$ cat src/rtl/logic_unit_pkg.sv
// Shared definitions for the pipelined logic unit: operation encoding and the
// bitwise operation function used by every datapath that evaluates an op.
package logic_unit_pkg;

    // Widest operand the shared function handles. Bitwise ops never carry
    // between bit positions, so narrower users zero-extend their operands in
    // and truncate the result back out. Instances must keep WIDTH at or below
    // this value.
    localparam int LOGIC_MAX_W = 256;

    typedef logic [LOGIC_MAX_W-1:0] word_t;

    // 3-bit operation code as presented on the op port.
    typedef enum logic [2:0] {
        OP_AND   = 3'd0,
        OP_OR    = 3'd1,
        OP_NAND  = 3'd2,
        OP_NOR   = 3'd3,
        OP_XOR   = 3'd4,
        OP_NOT_A = 3'd5,
        OP_XNOR  = 3'd6,
        OP_PASS  = 3'd7
    } op_t;

    // Pure bitwise evaluation of one operation. Ops NOT_A and PASS ignore b.
    function automatic word_t logic_f(op_t op, word_t a, word_t b);
        word_t r;
        case (op)
            OP_AND:   r = a & b;
            OP_OR:    r = a | b;
            OP_NAND:  r = ~(a & b);
            OP_NOR:   r = ~(a | b);
            OP_XOR:   r = a ^ b;
            OP_NOT_A: r = ~a;
            OP_XNOR:  r = ~(a ^ b);
            OP_PASS:  r = a;
            default:  r = a;
        endcase
        return r;
    endfunction

endpackage

$ cat src/rtl/logic_unit_pipe_core.sv
// Combinational WIDTH-bit wrapper around the shared logic function.
module logic_op_core
    import logic_unit_pkg::*;
#(
    parameter int WIDTH = 8
) (
    input  logic [2:0]       op,
    input  logic [WIDTH-1:0] a,
    input  logic [WIDTH-1:0] b,
    output logic [WIDTH-1:0] y
);

    // Widen the operands, evaluate, and keep only the low WIDTH bits; the
    // upper bits of the wide result carry no information for this width.
    assign y = WIDTH'(logic_f(op_t'(op), word_t'(a), word_t'(b)));

endmodule

$ cat src/rtl/logic_unit_pipe.sv
// Two-stage valid/ready pipelined logic unit with an optional accumulator
// feeding operand b. Stage 1 holds the raw result; stage 2 is the output
// register carrying y together with its zero and parity flags.
module logic_unit_pipe
    import logic_unit_pkg::*;
#(
    parameter int               WIDTH    = 8,
    parameter logic [WIDTH-1:0] ACC_INIT = '0
) (
    input  logic             clk,
    input  logic             rst,
    input  logic             in_valid,
    output logic             in_ready,
    input  logic [2:0]       op,
    input  logic             use_acc,
    input  logic             acc_clr,
    input  logic [WIDTH-1:0] a,
    input  logic [WIDTH-1:0] b,
    output logic             out_valid,
    input  logic             out_ready,
    output logic [WIDTH-1:0] y,
    output logic             zero,
    output logic             par
);

    logic             s1_valid;
    logic [WIDTH-1:0] s1_r;
    logic [WIDTH-1:0] acc;
    logic [WIDTH-1:0] b_eff;
    logic [WIDTH-1:0] r;
    logic             s1_adv;
    logic             s2_adv;
    logic             accept;

    // Each stage may load when it is empty or when its content moves on in
    // the same cycle. in_ready depends on out_ready only, never on in_valid.
    assign s2_adv   = !out_valid || out_ready;
    assign s1_adv   = !s1_valid || s2_adv;
    assign in_ready = s1_adv;
    assign accept   = in_valid && s1_adv;

    // Select operand b: the accumulator when chaining, with a coincident
    // clear substituting the clear value so the op sees a freshly cleared acc.
    always_comb begin
        // NOTE: assign a default first so every path drives b_eff and no latch is inferred.
        b_eff = b;
        if (use_acc) begin
            b_eff = acc_clr ? ACC_INIT : acc;
        end
    end

    logic_op_core #(
        .WIDTH (WIDTH)
    ) u_core (
        .op (op),
        .a  (a),
        .b  (b_eff),
        .y  (r)
    );

    // Stage 1: capture the fresh result whenever a transaction is accepted.
    always_ff @(posedge clk or posedge rst) begin
        // NOTE: sequential state uses non-blocking assignments so every register samples pre-edge values.
        if (rst) begin
            s1_valid <= 1'b0;
            // NOTE: data registers are reset too, so no X leaks out of a held-but-invalid stage.
            s1_r     <= '0;
        end else if (s1_adv) begin
            s1_valid <= in_valid;
            if (in_valid) begin
                s1_r <= r;
            end
        end
    end

    // Stage 2: move the stage-1 result to the outputs and derive its flags;
    // everything holds while the consumer stalls.
    always_ff @(posedge clk or posedge rst) begin
        if (rst) begin
            out_valid <= 1'b0;
            y         <= '0;
            zero      <= 1'b0;
            par       <= 1'b0;
        end else if (s2_adv) begin
            out_valid <= s1_valid;
            if (s1_valid) begin
                y    <= s1_r;
                zero <= (s1_r == '0);
                par  <= ^s1_r;
            end
        end
    end

    // Accumulator: a chained accept writes its own result, which the very
    // next accept sees without a bubble; otherwise a clear restores ACC_INIT.
    always_ff @(posedge clk or posedge rst) begin
        if (rst) begin
            acc <= ACC_INIT;
        end else if (accept && use_acc) begin
            acc <= r;
        end else if (acc_clr) begin
            acc <= ACC_INIT;
        end
    end

endmodule
$ cat config.mk
export PLATFORM = sky130hd
export DESIGN_NAME = logic_unit_pipe
export DESIGN_NICKNAME = d
export VERILOG_FILES = /design/src/rtl/logic_unit_pkg.sv /design/src/rtl/logic_unit_pipe_core.sv /design/src/rtl/logic_unit_pipe.sv
export SDC_FILE = /design/constraint.sdc
export NUM_CORES = 1
export LEC_CHECK = 0
export ABC_CLOCK_PERIOD_IN_PS = 1800
export CORE_MARGIN = 3
export CORE_UTILIZATION = 46
export CTS_BUF_LIST = sky130_fd_sc_hd__clkbuf_8 sky130_fd_sc_hd__clkbuf_16
export DETAILED_ROUTE_END_ITERATION = 10
export GPL_TIMING_DRIVEN = 0
export PLACE_DENSITY = 0.78
export SLEW_MARGIN = 20
export SYNTH_ARGS = -nofsm -noshare
export SYNTH_HDL_FRONTEND = slang
export SYNTH_SLANG_ARGS = --single-unit
export TNS_END_PERCENT = 20
$ cat constraint.sdc
create_clock -name clk -period 1.8 [get_ports clk]
set_input_delay 0.18 -clock clk [delete_from_list [all_inputs] [get_ports clk]]
set_output_delay 0.18 -clock clk [all_outputs]
set_load 0.1 [all_outputs]
### Word-level counts from Yosys, hierarchy flattened

Cells that the tools add are included.

| word-level totals | value |
|---|---|
| register bits after elaboration | 28 |
| input port bits | 25 |
| output and inout port bits | 12 |
| logic and storage cells | 36 |

| cells by class | value |
|---|---|
| equal/unequal tests | 7 |
| muxes and demuxes | 4 |
| bitwise operators | 7 |
| reductions and logical operators | 11 |

Operators with widths:

| kind | count |
|---|---|
| 8-bit one-hot mux with 8 select lines | 1 |
| 8-bit inverter | 4 |
| 8-bit 2-to-1 mux | 3 |
| 3-bit equality test (second input constant) | 4 |
| 8-bit AND | 1 |
| 8-bit zero test | 1 |
| 8-bit bitwise OR | 1 |
| 8-bit parity | 1 |
| 8-bit XOR | 1 |
| 3-bit by 2-bit equality test with 1-bit output (second input constant) | 2 |
| 2-bit AND reduction | 2 |
| 3-bit by 1-bit equality test with 1-bit output (second input constant) | 1 |
| 3-bit zero test | 1 |
| 1-bit logical AND | 2 |
| 1-bit zero test | 2 |
| 1-bit logical OR | 2 |

### Longest topological paths before layout

| logic depth | value |
|---|---|
| depth after elaboration | 6 |
| gate-level depth with buffers | 8 |
| gate-level depth less buffers | 8 |

### Modules after synthesis

From an unflattened synthesis, not the netlist that was laid out.

| second synthesis, totals | value |
|---|---|
| cells, all modules | 232 |
| area, all modules | 2193.4 um^2 |

By module, submodules not included:

| module | instances | cells each | area each (um^2) | sequential area each (um^2) |
|---|---|---|---|---|
| logic_unit_pipe | 1 | 97 | 1361.3 | 700.7 |
| logic_op_core | 1 | 135 | 832.0 | 0.0 |

### Least setup slack after synthesis

Ideal clock, no wire load.

| timing | value |
|---|---|
| kind | reg2reg |
| start point | register out_valid |
| end point | register acc[3] |
| setup time | 0.097 ns |
| arrival time | 2.835 ns |
| data required time | 1.703 ns |
| path slack | -1.132 ns |
| cell stages (with the launch flop) | 6 |
| buffers on the path | 1 |
| cells stage by stage | dfrtp_1 nand3b_1 nand3_1 clkbuf_1 nand2_1 o31ai_1 |

| on the way | value |
|---|---|
| word-level cells in the longest chain between the ends | 6 |

RTL lines:

| item | RTL line | source |
|---|---|---|
| start, declared | logic_unit_pipe.sv:19 | `output logic out_valid,` |
| start signal, assigned | logic_unit_pipe.sv:85 | `out_valid <= s1_valid;` |
| 1-bit zero test | logic_unit_pipe.sv:37 | `assign s2_adv = !out_valid \|\| out_ready;` |
| 1-bit logical OR | logic_unit_pipe.sv:37 |  |
| 1-bit logical OR | logic_unit_pipe.sv:38 | `assign s1_adv = !s1_valid \|\| s2_adv;` |
| via in_ready | logic_unit_pipe.sv:13 | `output logic in_ready,` |
| 1-bit logical AND | logic_unit_pipe.sv:40 | `assign accept = in_valid && s1_adv;` |
| 1-bit logical AND | logic_unit_pipe.sv:99 | `end else if (accept && use_acc) begin` |
| 8-bit 2-to-1 mux | logic_unit_pipe.sv:99 |  |
| end signal, assigned | logic_unit_pipe.sv:100 | `acc <= r;` |
| end, declared | logic_unit_pipe.sv:28 | `logic [WIDTH-1:0] acc;` |

The timed path passes the listed nets, and every way through them passes these cells.
A chain may end at the register's enable or synchronous reset.

### Final worst setup path

| timing | value |
|---|---|
| start point | register acc[2] |
| end point | register acc[2] |

| on the way | value |
|---|---|
| word-level cells in the longest chain between the ends | 6 |
| elaborated cells between the ends (all ways) | 10 |

RTL lines:

| item | RTL line | source |
|---|---|---|
| 8-bit 2-to-1 mux * | n/a |  |
| 8-bit 2-to-1 mux | logic_unit_pipe.sv:47 | `if (use_acc) begin` |
| 8-bit XOR (tied with other cells) | logic_unit_pkg.sv:33, logic_unit_pkg.sv:35 |  |
| 8-bit inverter, on equally long branches | logic_unit_pkg.sv:35, logic_unit_pkg.sv:31, logic_unit_pkg.sv:32 |  |
| 8-bit one-hot mux with 8 select lines | logic_unit_pkg.sv:28 | `case (op)` |
| 8-bit 2-to-1 mux * | logic_unit_pipe.sv:99 |  |

Mark *: on every way between the ends. The rest lies on a longest branch, timed or not.

==> impl_results.md <==
- Initial Util: 0.4927
- DR DRC count: 0
- Cell count after synthesis: 191
- Fin crit share: 1.085
- Layout area overhead: 41.35%
- CTS tree: done
- Initial antenna violation count: 0
- Post-detail-place hpwl: 2599 um
- Met3 routed wirelength: 146 um
- Final setup vio count: 14
- Worst setup path startpoint: acc[2]
- Placer Congestion: 0.7881
- Final WS setup: -0.1538 ns
- WL met2: 1825 um
- Failing checks: setup timing
- # diodes: 0
- Post-Syn Nets: 236
- Die ar.: 4838 um^2
- Deepest clock path buffer count: 2
- DR WL/cell: 12.32 um
- PD cells: 937.5 nW/um^2
- CTS Hold Bufs: 0
- Worst-margin pin slew: 0.9691 ns
- Gr usage total: 0.1419
- Antenna Violating Nets Remaining: 0
- Placed insts: 274
- Final instance area: 2626 um^2
- Slew Limit Fails: 0
- Wl on met1: 1437 um
- Final Hold Fails: 0
- DR vias: 1,387
- Die W: 69.56 um
- Critical Path RT: 1.96 ns
- Number of max-cap violations: 0
- Leak pwr: 1.273 nW
- Mapped Area: 1858 um^2
- PortBufs: 35
- RSZ-0062 raised after global routing: true
- Largest net degree at the start of global routing: 29
- Crit Path Class: reg2reg
- First-pass GRT wire length: 5706 um
- Min cycle time layout: 1.954 ns
- Maximum VDD drop: 0.6018 mV
- Slew HR: 0.3529
- Setup_tns: -1.453 ns
- Post-Route WL: 3437 um
- Vias in the first global route: 1,366
- Fillers: 284
- CP Launch Type: flop
- Placed instance area: 2300 um^2
- Total Power: 0.002462 W
- Io pins: 37
- H-tree levels: 1
- Unique masters post-synth: 25
- Cts bufs inserted: 3
- Post-synth top area cell: dfrtp_1
- Vias/cell: 4.971
- Final nets: 277
- Worst-path maximum fanout: 2
- FF+latch count, synth: 28
- Fraction of layout instances using a drive strength above 1: 0.2727
- Reg clk slew, reported paths: 0.10 ns
- Worst path arrival time: 2.12 ns
- Clk root buf: clkbuf_8
- Setup Skew: 0.01060 ns
- Hold Path Class: in2async
- Core area: 3771 um^2
- Status: complete, but fails checks
- Top-area cell type share of the netlist area: 0.3771
- Num Clock Sinks: 28
- Critical Path Sink Type: flop
- Worst-Skew Late Latency: 0.27 ns
- Top cells by area, synth: dfrtp_1, ha_1, o21ai_0
- Die Y: 69.56 um
- Grt total ovfl: 0
- Final Non-Filler Cells: 279
- Sequential share of the synthesized area: 0.3771
- Drt first pass iters: 4
- DR iter-0 viols: 43
- FF-to-FF Start: acc[2]
- Synth warn: 0
- Uppermost layer routed: met4
- Mean area per synthesized cell: 9.728 um^2
- Row Count: 22
- Fmax achieved: 0.5118 GHz
## final timing paths
check,end,slack [ns],cells past startpoint
setup / recovery,acc[2],-0.15,7
hold reg to reg,y[0],0.48,2
min in group clk,acc[0],0.41,3
hold / removal,y[3],0.30,2
max in group asynchronous,out_valid,1.01,2
setup reg to reg,acc[2],-0.15,7
## placed cells by master (no fill, tap or decap), types with 5 or more instances in the layout
cell type,count
nand2_1,27
dfrtp_1,27
inv_1,23
clkdlybuf4s50_1,22
o21ai_1,12
ha_1,12
o21ai_0,11
mux2_4,8
ha_4,8
mux4_2,7
xnor2_2,7
inv_2,7
nor2b_4,7
dlymetal6s2s_1,7
nand2b_1,5
clkbuf_8,5
## worst max-delay path, stage by stage (launching register included)
cell,delay (ns)
dfrtp_1,0.38
nor2b_4,0.13
mux2_4,0.29
inv_4,0.06
ha_4,0.18
mux4_2,0.49
xnor2_2,0.22
o21ai_1,0.10
## cells in the mapped netlist
cell / number
ha_1: 20
xnor2_1: 11
o2bb2ai_1: 1
nand3b_1: 1
buf_4: 1
o21ai_0: 24
o32ai_1: 1
clkbuf_1: 4
o31ai_1: 2
nor2b_1: 9
mux2_2: 8
nor4_1: 1
nand3_1: 1
mux4_2: 5
nor3_1: 1
xor2_1: 1
mux4_1: 2
a211oi_1: 1
inv_1: 32
nand2b_1: 5
nand2_1: 28
buf_2: 2
nand4_1: 1
buf_6: 1
dfrtp_1: 28
## cell type report
type | instances | area, um^2 | area share
plain buffers | 8 | 63.81 | 0.02430
clock buffers | 3 | 41.29 | 0.01572
clock inverters | 1 | 30.03 | 0.01143
inverters | 32 | 122.6 | 0.04669
multi-input cells | 123 | 1237 | 0.4712
flip-flops and latches | 28 | 704.4 | 0.2682
well taps | 48 | 60.06 | 0.02287
repair buffers | 36 | 366.6 | 0.1396
## flip-flops by register name, indices dropped and copies added, names as in the netlist
| name | flops |
|---|---|
| out_valid | 1 |
| par | 1 |
| y | 8 |
| s1_valid | 1 |
| s1_r | 8 |
| zero | 1 |
| acc | 8 |
## what timing repair did
action / 4_1_cts / 5_1_grt
pin swaps: 6 / 14
setup buffers: 0 / 1
setup endpoints to repair: 28 / 23
gates resized for setup: 37 / 43
## where the power goes
part / switching (W) / internal [W] / leakage [nW]
clock network: 0.000186 / 0.000297 / 0.0357
registers: 0.0000528 / 0.000746 / 0.353
logic: 0.000769 / 0.000411 / 0.884
## cells by family after synthesis
family | synth area share
xor+xnor | 0.05657
flops | 0.3771
fa+ha+maj | 0.1347
simple gates | 0.1199
buf+inv | 0.08822
compound gates | 0.08620
mux | 0.1374
## metal layers
layer | vias up | track usage
met4 | 0 | 0.05206
met5 | - | 0
li1 | 702 | -
met1 | 652 | 0.1670
met2 | 31 | 0.2627
met3 | 2 | 0.01594
## per-stage QoR
stage / hold WS (ns) / util / setup slack [ns]
finish: 0.2987 / 0.6964 / -0.1538
CTS: 0.3964 / 0.6476 / -0.1519
floorplan: 0.2454 / - / -0.4903
detailed placement: 0.4698 / 0.6098 / -0.6622
global placement: 0.4607 / 0.6098 / -0.6136
global route: 0.3816 / 0.6964 / -0.2232
Power figures use the tool's default switching activity.
